==> src/rtl/mem_arbiter.sv <==
// mem_arbiter
//   Arbitrates an instruction-fetch port and a data port onto a single memory
//   request channel. Data requests normally win. A fetch that has waited
//   through STARVE_MAX consecutive data grants is granted next. A transfer
//   that gets no m_ack within TIMEOUT cycles is aborted. The abort returns
//   zero data and sets the sticky err flag.
//
// Ports
//   clk, rst_n          clock, synchronous active-low reset
//   i_req/i_addr        fetch request (held until i_valid) and address
//   i_rdata/i_valid     fetch data and one-cycle completion pulse
//   d_rd/d_wr/d_addr    data read/write request (held until d_valid), address
//   d_wdata             write data
//   d_rdata/d_valid     read data and one-cycle completion pulse
//   m_req/m_wr          memory request and direction (1 = write)
//   m_addr/m_wdata      memory address and write data
//   m_rdata/m_ack       memory read data and completion
//   busy                high whenever the arbiter is not IDLE
//   err                 sticky: timeout or simultaneous read+write request
//
// Timing: a request seen in IDLE is granted at that edge, and m_req rises
// the next cycle. An m_ack sampled at the following edge moves the FSM to
// DONE, where the valid pulse is visible. That is three cycles from the
// cycle the request is raised to the valid cycle, inclusive.

module mem_arbiter #(
  parameter int STARVE_MAX = 4,
  parameter int TIMEOUT    = 255
) (
  input  logic        clk,
  input  logic        rst_n,
  input  logic        i_req,
  input  logic [31:0] i_addr,
  output logic [31:0] i_rdata,
  output logic        i_valid,
  input  logic        d_rd,
  input  logic        d_wr,
  input  logic [31:0] d_addr,
  input  logic [31:0] d_wdata,
  output logic [31:0] d_rdata,
  output logic        d_valid,
  output logic        m_req,
  output logic        m_wr,
  output logic [31:0] m_addr,
  output logic [31:0] m_wdata,
  input  logic [31:0] m_rdata,
  input  logic        m_ack,
  output logic        busy,
  output logic        err
);

  localparam int SW = $clog2(STARVE_MAX + 1);

  typedef enum logic [1:0] {IDLE, IXFER, DXFER, DONE} state_t;

  state_t        state, state_nxt;
  logic [SW-1:0] starve_cnt;
  logic [7:0]    timeout_cnt;
  logic          data_req;
  logic          fetch_win;
  logic          tmo_hit;

  assign data_req  = d_rd | d_wr;
  assign fetch_win = i_req && (!data_req || (starve_cnt == SW'(STARVE_MAX)));
  // Fires on the cycle whose increment brings timeout_cnt to TIMEOUT, so
  // m_req stays high for exactly TIMEOUT cycles before the abort.
  assign tmo_hit   = !m_ack && (timeout_cnt == 8'(TIMEOUT - 1));

  always_comb begin
    state_nxt = state;
    case (state)
      IDLE:         if (i_req || data_req) state_nxt = fetch_win ? IXFER : DXFER;
      IXFER, DXFER: if (m_ack || tmo_hit)  state_nxt = DONE;
      DONE:         state_nxt = IDLE;
      default:      state_nxt = IDLE;
    endcase
  end

  always_ff @(posedge clk) begin
    if (!rst_n) state <= IDLE;
    else        state <= state_nxt;
  end

  always_ff @(posedge clk) begin
    if (!rst_n) begin
      m_req       <= 1'b0;
      m_wr        <= 1'b0;
      m_addr      <= 32'h0;
      m_wdata     <= 32'h0;
      i_rdata     <= 32'h0;
      d_rdata     <= 32'h0;
      i_valid     <= 1'b0;
      d_valid     <= 1'b0;
      busy        <= 1'b0;
      err         <= 1'b0;
      starve_cnt  <= '0;
      timeout_cnt <= 8'h0;
    end else begin
      busy    <= (state_nxt != IDLE);
      i_valid <= 1'b0;
      d_valid <= 1'b0;
      case (state)
        IDLE: begin
          timeout_cnt <= 8'h0;
          if (state_nxt == IXFER) begin
            m_req      <= 1'b1;
            m_wr       <= 1'b0;
            m_addr     <= i_addr;
            m_wdata    <= 32'h0;
            starve_cnt <= '0;
          end else if (state_nxt == DXFER) begin
            // A read+write collision is serviced as a write and flagged.
            m_req   <= 1'b1;
            m_wr    <= d_wr;
            m_addr  <= d_addr;
            m_wdata <= d_wdata;
            if (d_rd && d_wr) err <= 1'b1;
            if (!i_req)                              starve_cnt <= '0;
            else if (starve_cnt != SW'(STARVE_MAX))  starve_cnt <= starve_cnt + 1'b1;
          end
        end
        IXFER, DXFER: begin
          if (m_ack) begin
            m_req <= 1'b0;
            if (state == IXFER) begin
              i_rdata <= m_rdata;
              i_valid <= 1'b1;
            end else begin
              if (!m_wr) d_rdata <= m_rdata;
              d_valid <= 1'b1;
            end
          end else begin
            timeout_cnt <= timeout_cnt + 8'h1;
            if (tmo_hit) begin
              m_req <= 1'b0;
              err   <= 1'b1;
              if (state == IXFER) begin
                i_rdata <= 32'h0;
                i_valid <= 1'b1;
              end else begin
                d_rdata <= 32'h0;
                d_valid <= 1'b1;
              end
            end
          end
        end
        default: ; // DONE: valid pulse is visible; no arbitration, m_ack ignored
      endcase
    end
  end

endmodule

==> config.mk <==
export PLATFORM = sky130hd
export DESIGN_NAME = mem_arbiter
export DESIGN_NICKNAME = d
export VERILOG_FILES = /design/src/rtl/mem_arbiter.sv
export SDC_FILE = /design/constraint.sdc
export NUM_CORES = 1
export LEC_CHECK = 0
export BUFFER_PORTS_ARGS = -buffer_cell sky130_fd_sc_hd__buf_2
export CAP_MARGIN = 20
export CORE_UTILIZATION = 44
export DETAILED_ROUTE_END_ITERATION = 8
export GPL_ROUTABILITY_DRIVEN = 0
export GPL_TIMING_DRIVEN = 1
export PLACE_DENSITY = 0.72
export SKIP_LAST_GASP = 1
export SYNTH_ARGS = -nofsm -noshare
export SYNTH_HDL_FRONTEND = slang
export SYNTH_SLANG_ARGS = --single-unit
==> constraint.sdc <==
create_clock -name clk -period 2.3 [get_ports clk]
set_input_delay 0.46 -clock clk [delete_from_list [all_inputs] [get_ports clk]]
set_output_delay 0.46 -clock clk [all_outputs]
set_load 0.02 [all_outputs]
## Word-level counts from Yosys, hierarchy flattened

Index checks and enable logic that the tools add are counted.
Widths: inputs -> output; s select.

| storage, ports and cells | value |
|---|---|
| input port bits | 134 |
| logic and storage cells | 98 |
| register bits after elaboration | 147 |
| output and inout port bits | 134 |

| operators by class | value |
|---|---|
| bitwise gates (word level) | 2 |
| equality and inequality tests | 17 |
| reductions and logical operators | 22 |
| muxes and demuxes | 42 |
| $add $sub $neg | 2 |

Operators by type and width:

| kind | count |
|---|---|
| $mux 32 | 13 |
| $mux 1 | 17 |
| $pmux 8 s2 | 1 |
| $mux 3 | 4 |
| $ne 2x2->1 const B | 6 |
| $ne 3x3->1 const B | 3 |
| $reduce_and 3->1 | 3 |
| $add 8x1->8 const B | 1 |
| $eq 8x8->1 const B | 1 |
| $mux 8 | 1 |
| $reduce_bool 2->1 | 4 |
| $eq 2x2->1 const B | 3 |
| $mux 2 | 3 |
| $pmux 2 s3 | 1 |
| $reduce_and 2->1 | 3 |
| $reduce_and 6->1 | 1 |
| $eq 2x1->1 const B | 2 |
| $pmux 1 s2 | 2 |
| $reduce_and 4->1 | 1 |
| $add 3x1->3 const B | 1 |
| $eq 3x3->1 const B | 1 |
| $logic_and 1x1->1 | 3 |
| $logic_or 1x1->1 | 3 |
| $ne 3x1->1 const B | 1 |
| other kinds (5) | 6 |

## Longest topological paths before layout

Gate-level depths: netlist of the first run.

| logic depth | value |
|---|---|
| word-level depth | 11 |
| gate-level depth with buffers | 11 |
| gate-level depth less buffers | 9 |

## Least setup slack after synthesis of the first run

OpenSTA, ideal clock, no wires.

| path | value |
|---|---|
| kind | reg2reg |
| start | register state[0] |
| end | register m_addr[14] |
| setup slack | -0.132 ns |
| stages on the path, launching flop included | 11 |
| buffers on the path | 2 |
| library setup time | 0.086 ns |
| period minus slack after synthesis | 2.432 ns |
| data arrival time | 2.346 ns |
| data required time | 2.214 ns |
| path through | dfxtp_1 inv_1 ha_1 nor2b_1 a22oi_1 ha_1 and2_1 buf_2 buf_1 nor2_1 a211oi_1 |

| between the ends | value |
|---|---|
| word-level cells in the longest chain between the ends | 6 |
| elaborated cells between the ends (all ways) | 13 |
| classes of those cells | eq/ne: 5; mux: 4; reduce/logical: 4 |

Ends and longest elaborated chain:

| what | line | RTL |
|---|---|---|
| from (decl) | 56 | `state_t state, state_nxt;` |
| from (signal assigned) | 81 | `else state <= state_nxt;` |
| $eq 2x1->1 / $eq 2x2->1 (equally long branches) | 71 | `case (state)` |
| $reduce_or 2->1 | 71 |  |
| $pmux 2 s3 | 71 |  |
| $eq 2x1->1 / $eq 2x2->1 (equally long branches) | 105, 111 |  |
| $reduce_bool 2->1 (no line) | -- |  |
| $reduce_and 2->1 (no line) | -- |  |
| to (signal assigned) | 108 | `m_addr <= i_addr;` |
| to (signal assigned) | 115 | `m_addr <= d_addr;` |
| to (decl) | 44 | `output logic [31:0] m_addr,` |

Several ways; a longest one is shown, not always the timed one.
A chain may end at the register's enable or synchronous reset.

## Final worst setup path of the first run

| path | value |
|---|---|
| start | register state[1] |
| end | register m_addr[11] |

The elaborated chain is that of the path after synthesis.

==> impl_metrics.toml, run 1 <==
[run]
maxCapViolCount = 0

[clock_tree]
cts_buffers = 17
cts_root_buffer = "clkbuf_16"
clk_path_buf_depth = 2
hold_buffers = 0
clkTransAtPathRegs_ns = 0.06
cts_tree = "done"
cts_max_level = 4
clkLatencyLatePin_ns = 0.42
cts_sinks = 147

[floorplan]
start_util = 0.452
pin_count = 268
die-area_um2 = 16100
row_count = 45
fp.dieH_um = 127
fp.dieW_um = 127
coreArea_um2 = 15200

[pwr]
seqPwrFrac = 0.351
total_power_uw = 9030
p_comb_frac = 0.311
clockPowerShare = 0.338
peakVddDrop_mv = 0.680
power_density_nw_per_um2 = 973
p_sw_frac = 0.339
switchingPower_uw = 3060
p_int_uw = 5970
power_leakage_uw = 0.00378

[synthesis]
ys_dominant_reg_cell = "dfxtp_1"
synthMuxAreaShare = 0.100
syn_area_um2 = 6870
synth_cell_type_count = 45
synth_simple_gate_area_frac = 0.210
seq_area_frac_synth = 0.428
syn_nets = 923
yosysWarnings = 0
synth.avg_cell_area_um2 = 8.81
syn_inst = 780
synthAdderAreaFrac = 0.0164
synth_top_family_by_area = "simple AND/OR/NAND/NOR gates"
ys_seq_elements = 147
async_reset_ff_frac = 0
synth-edff-count = 0
synth_xor_area_frac = 0
synth-compound-area-share = 0.187

[finish]
syn_to_final_growth_pct = 35.0
layout.nets = 1173
diodes = 0
drive_gt1_frac = 0.376

[outcome]
status = "completed"

[critical_path]
cpPeakStageDelay_ns = 0.34
critPathArrivalTime_ns = 2.50
crit_top_cell = "ha_1"
reg2reg_depth = 9
crit_family = "adder cells"
cp-end-kind = "register"
crit_required_ns = 2.63
cp-start-kind = "register"
reg2reg_to = "m_addr[11]$_SDFFE_PN0P_"
regToRegStartpoint = "state[1]$_SDFF_PN0_"
worstPathBufferInverterCount = 2
rrSetupSlack_ns = 0.13
cp_cell_sequence = "inv_1, ha_1, nor2b_4, a22oi_2, ha_1, and2_4, buf_12, nor2_1, a211oi_1"
crit_slowest_cell = "dfxtp_1"
critical_path.max_fanout = 21
path_class = "register to register"

[drt]
wl_per_cell_um = 16.6
drt_iter0_drc = 550
vias = 6803
finalWirelength_um = 20500
drtPass1Iterations = 6
vias_per_cell = 5.53
detail-route-antenna-nets = 0
drc_errors = 0

[sta]
max_slew_margin = 0.650
period_share = 0.943
worst_slack_ns = 0.132
maxSlewViolCount = 0
finClkSkew_ns = 0.00968
worst_slew_pin_slew_ns = 0.525
max_freq_mhz = 461
hold_violations = 0
setup_violations = 0
fin_crit_ns = 2.17

[worst_hold_path]
worstHoldPathType = "primary input to register"
hold_path.startpoint = "d_wdata[26]"
hold-path-endpoint = "m_wdata[26]$_SDFFE_PN0P_"
hold_path_depth = 3

[global_route]
grt_max_degree = 53
grt_usage = 0.243
grt_pass1_vias = 6018
grt_pass1_wl_um = 31000
overflow = 0
antenna_found_initial = 0

[place]
io_buffers = 267
place_ws_ns = -0.0383
dp_hpwl_um = 13900
[what timing repair did]
action,CTS,global route
gates resized for setup,1,15
pin swaps,0,3
buffers inserted,0,2
endpoints found under the setup margin,5,68
cloned,0,4
[registers in the layout, summed over array words and instances, names as in the netlist]
signal / cells
starve_cnt: 3
m_addr: 32
timeout_cnt: 8
m_wdata: 32
i_rdata: 32
m_req: 1
d_valid: 1
d_rdata: 32
m_wr: 1
state: 2
busy: 1
i_valid: 1
err: 1
[cell type report]
type                    count  area, um^2
repair buffers            310        1820
fillers                  1335        5930
clock inverters            13         196
inverters                   8        31.3
clock buffers              19         453
well taps                 188         235
flip-flops and latches    147        2940
multi-input cells         546        3600
[how the worst max path moves through the flow]
stage	slack, ns	start	endpoint	depth (start not counted)
after global placement	-0.007	d_wr	m_addr[18]$_SDFFE_PN0P_	8
after floorplan	0.0004	state[0]$_SDFF_PN0_	m_wdata[24]$_SDFFE_PN0P_	10
after global routing	-0.02	state[1]$_SDFF_PN0_	m_addr[4]$_SDFFE_PN0P_	9
final	0.13	state[1]$_SDFF_PN0_	m_addr[11]$_SDFFE_PN0P_	9
after CTS	0.01	state[1]$_SDFF_PN0_	m_addr[11]$_SDFFE_PN0P_	9
after detailed placement	-0.04	d_wr	m_addr[22]$_SDFFE_PN0P_	8
[power by group through the flow]
stage               Clock [uW]  Sequential [uW]  Combinational [uW]
global placement             0             3210                2580
finish                    3060             3170                2800
detailed placement           0             3220                2630
floorplan                    0             3660                1220
global route              3210             3220                3020
CTS                       3100             3170                2630
[stage by stage]
stage | area, um^2 | hold slack [ns] | std cells | util | TNS (ns)
finish | 9280 | 0.304 | 1231 | 0.610 | 0
global route | 9280 | 0.293 | 1231 | 0.610 | -0.0631
floorplan | 6880 | 0.451 | 780 | - | 0
global placement | 8460 | 0.436 | 1193 | 0.557 | -0.00743
CTS | 9110 | 0.293 | 1225 | 0.600 | 0
detailed placement | 8460 | 0.440 | 1193 | 0.557 | -0.358
[metal layers]
layer,part of all wire,global-route usage
met5,0,0
met4,0.012,0.0658
met3,0.058,0.0586
met2,0.51,0.425
met1,0.42,0.297
[worst min-delay path, delay by kind of cell]
family,cells,cell delay (ns)
buf+inv,1,0.10
compound gates,1,0.05
simple gates,1,0.06
[layout by cell type, fill, tap and decap left out, drive strengths merged, types with 2 or more instances in the layout]
| cell | count |
|---|---|
| bufinv | 4 |
| o31ai | 2 |
| clkbuf | 22 |
| o21ai | 37 |
| and3 | 2 |
| nand2 | 103 |
| mux2 | 32 |
| a21oi | 76 |
| inv | 11 |
| nand4 | 3 |
| clkinv | 2 |
| mux2i | 33 |
| a32o | 3 |
| o41ai | 3 |
| or4 | 2 |
| nand2b | 6 |
| a22o | 2 |
| nor3 | 2 |
| or2 | 3 |
| nand4b | 33 |
| a211oi | 34 |
| clkinvlp | 4 |
| a311oi | 32 |
| nor2b | 2 |
| buf | 307 |
| nand3b | 35 |
| a2111o | 3 |
| nor2 | 36 |
| dfxtp | 147 |
| and2 | 6 |
| nand3 | 38 |
| ha | 9 |
[cells in the mapped netlist (8+ instances only)]
cell type | instances | area share
a311oi_1 | 32 | 0.041
a211oi_1 | 34 | 0.037
nand3b_1 | 35 | 0.038
mux2_2 | 32 | 0.052
nand3_1 | 38 | 0.028
dfxtp_1 | 147 | 0.43
buf_4 | 8 | 0.0087
nand4b_1 | 33 | 0.042
buf_2 | 18 | 0.013
nand2_1 | 103 | 0.056
ha_1 | 9 | 0.016
nor2_1 | 36 | 0.020
o21ai_0 | 35 | 0.025
a21oi_1 | 76 | 0.055
mux2i_1 | 33 | 0.048
clkbuf_1 | 42 | 0.023
[cell families after synthesis]
logic type / Yosys count
AO/OA/AOI/OAI: 199
flip-flops: 147
multiplexers: 65
adder cells (fa/ha/maj): 9
buffers and inverters: 88
AND/OR/NAND/NOR: 272
No activity file was read; power rests on OpenSTA's default activity.
==> run 2: changes to the inputs <==
Settings changed: PLACE_DENSITY 0.72 to 0.73.
==> run 2 against run 1 <==
  * Register-to-register slack got worse by 0.02 ns
  * Sequential cell count is the same
  * Via count stayed put
  * Power down 2.3%
  * Core utilization fell by 0.26 points
  * Clock power fell by 8.2%
  * Count of clock-buffer cells in the layout stayed put
  * Sequential share of layout area up 0.14 points
  * Critical endpoint is now m_addr[13]$_SDFFE_PN0P_
  * Largest cell class unchanged
  * Global-route usage is essentially flat
==> impl_metrics.toml, run 2 (synthesis gave the netlist of run 1 again) <==
[drt]
vias = 6803
drtPass1Iterations = 5
drc_errors = 0
finalWirelength_um = 20200
vias_per_cell = 5.53
wl_per_cell_um = 16.4
drt_iter0_drc = 462
detail-route-antenna-nets = 0

[pwr]
peakVddDrop_mv = 0.571
power_density_nw_per_um2 = 955
power_leakage_uw = 0.00376

[worst_hold_path]
hold_path_depth = 3
worstHoldPathType = "primary input to register"

[critical_path]
crit_required_ns = 2.63
critical_path.max_fanout = 6
critPathArrivalTime_ns = 2.52
path_class = "register to register"
cp-end-kind = "register"
cp-start-kind = "register"
reg2reg_depth = 10

[global_route]
grt_max_degree = 75
grt_usage = 0.243
grt_pass1_vias = 6159
overflow = 0
grt_pass1_wl_um = 30800
antenna_found_initial = 1

[clock_tree]
cts_sinks = 147
clkLatencyLatePin_ns = 0.43
hold_buffers = 0
cts_tree = "done"
cts_buffers = 17
clkTransAtPathRegs_ns = 0.06
cts_max_level = 4
cts_root_buffer = "clkbuf_16"
clk_path_buf_depth = 2

[sta]
setup_violations = 0
finClkSkew_ns = 0.0188
period_share = 0.952
maxSlewViolCount = 0
worst_slew_pin_slew_ns = 0.452
max_freq_mhz = 457
worst_slack_ns = 0.110
max_slew_margin = 0.697
tns_ns = 0
hold_violations = 0
fin_crit_ns = 2.19

[place]
dpl.cell_count = 1192
dp_hpwl_um = 13800
placed_area_um2 = 8510
io_buffers = 267
place_ws_ns = -0.00870

[finish]
layout.nets = 1171
layout_common_cells = "buf_2 (266), dfxtp_1 (147), nand2_1 (103)"
syn_to_final_growth_pct = 34.4
fill_cells = 1337
design_area_um2 = 9240
drive_gt1_frac = 0.375
instances_no_fill = 1230
utilization = 0.608
final_common_cell = "buf_2"

[floorplan]
fp.dieW_um = 127
pin_count = 268
start_util = 0.452
row_count = 45
die-area_um2 = 16100
coreArea_um2 = 15200
fp.dieH_um = 127

[run]
maxCapViolCount = 0

[outcome]
status = "completed"
## run 2: cell types whose count changed in the layout (fill, tap and decap cells not counted), moves of 2 or more
cell,before,now
bufinv_16,4,2
buf_4,31,28
clkinv_2,1,3
buf_12,7,11
buf_6,2,0
inv_6,3,6
## run 2: path summary, 6_finish.rpt
kind	to	slack [ns]	startpoint
setup / recovery	m_addr[13]$_SDFFE_PN0P_	0.11	timeout_cnt[0]$_SDFFE_PN0P_
hold / removal	m_wdata[23]$_SDFFE_PN0P_	0.29	d_wdata[23]
setup reg to reg	m_addr[13]$_SDFFE_PN0P_	0.11	timeout_cnt[0]$_SDFFE_PN0P_
hold reg to reg	m_wdata[29]$_SDFFE_PN0P_	0.45	m_wdata[29]$_SDFFE_PN0P_
## run 2: final cells by class
cell class / count / area, um^2 / share of cell area
Tap cell: 188 / 235 / 0.0255
Clock buffer: 19 / 453 / 0.0490
Timing Repair Buffer: 308 / 1840 / 0.199
Antenna cell: 1 / 2.50 / 0.000271
Multi-Input combinational cell: 546 / 3590 / 0.389
Clock inverter: 13 / 145 / 0.0157
Inverter: 8 / 31.3 / 0.00339
Sequential cell: 147 / 2940 / 0.319
## run 2: routing by layer
layer,vias to the layer above,global-route usage,part of all wire
li1,3359,-,-
met1,3146,0.284,0.41
met2,274,0.426,0.50
met3,24,0.0561,0.063
met4,0,0.102,0.024
met5,-,0,0
## run 2: repair_timing
| action | 4_1_cts | 5_1_grt |
|---|---|---|
| gates cloned | 0 | 4 |
| setup endpoints to repair | 1 | 69 |
| pin swaps | 0 | 2 |
| hold endpoints to repair | 0 | 0 |
| buffers inserted | 0 | 1 |
| gates resized for setup | 1 | 9 |
## run 2: per-stage QoR
stage | total power (uW) | hold slack (ns)
6_report | 8820 | 0.295
5_1_grt | 9240 | 0.289
4_1_cts | 8710 | 0.286
3_5_place_dp | 5900 | 0.443
3_3_place_gp | 5850 | 0.438
2_1_floorplan | 4880 | 0.451
## run 2: critical path: stages, from the launching register on
cell and delay (ns):
dfxtp_1 0.31, inv_1 0.09, ha_1 0.15, nand3_1 0.16
o21ai_2 0.22, a22oi_2 0.13, ha_1 0.36, and2_4 0.25
clkbuf_16 0.17, nor2_1 0.04, a211oi_1 0.23
## run 2: report_power, final
part | internal, uW | switching (uW) | total, uW
logic | 1180 | 1660 | 2850
registers | 2940 | 228 | 3170
clock network | 1670 | 1140 | 2810
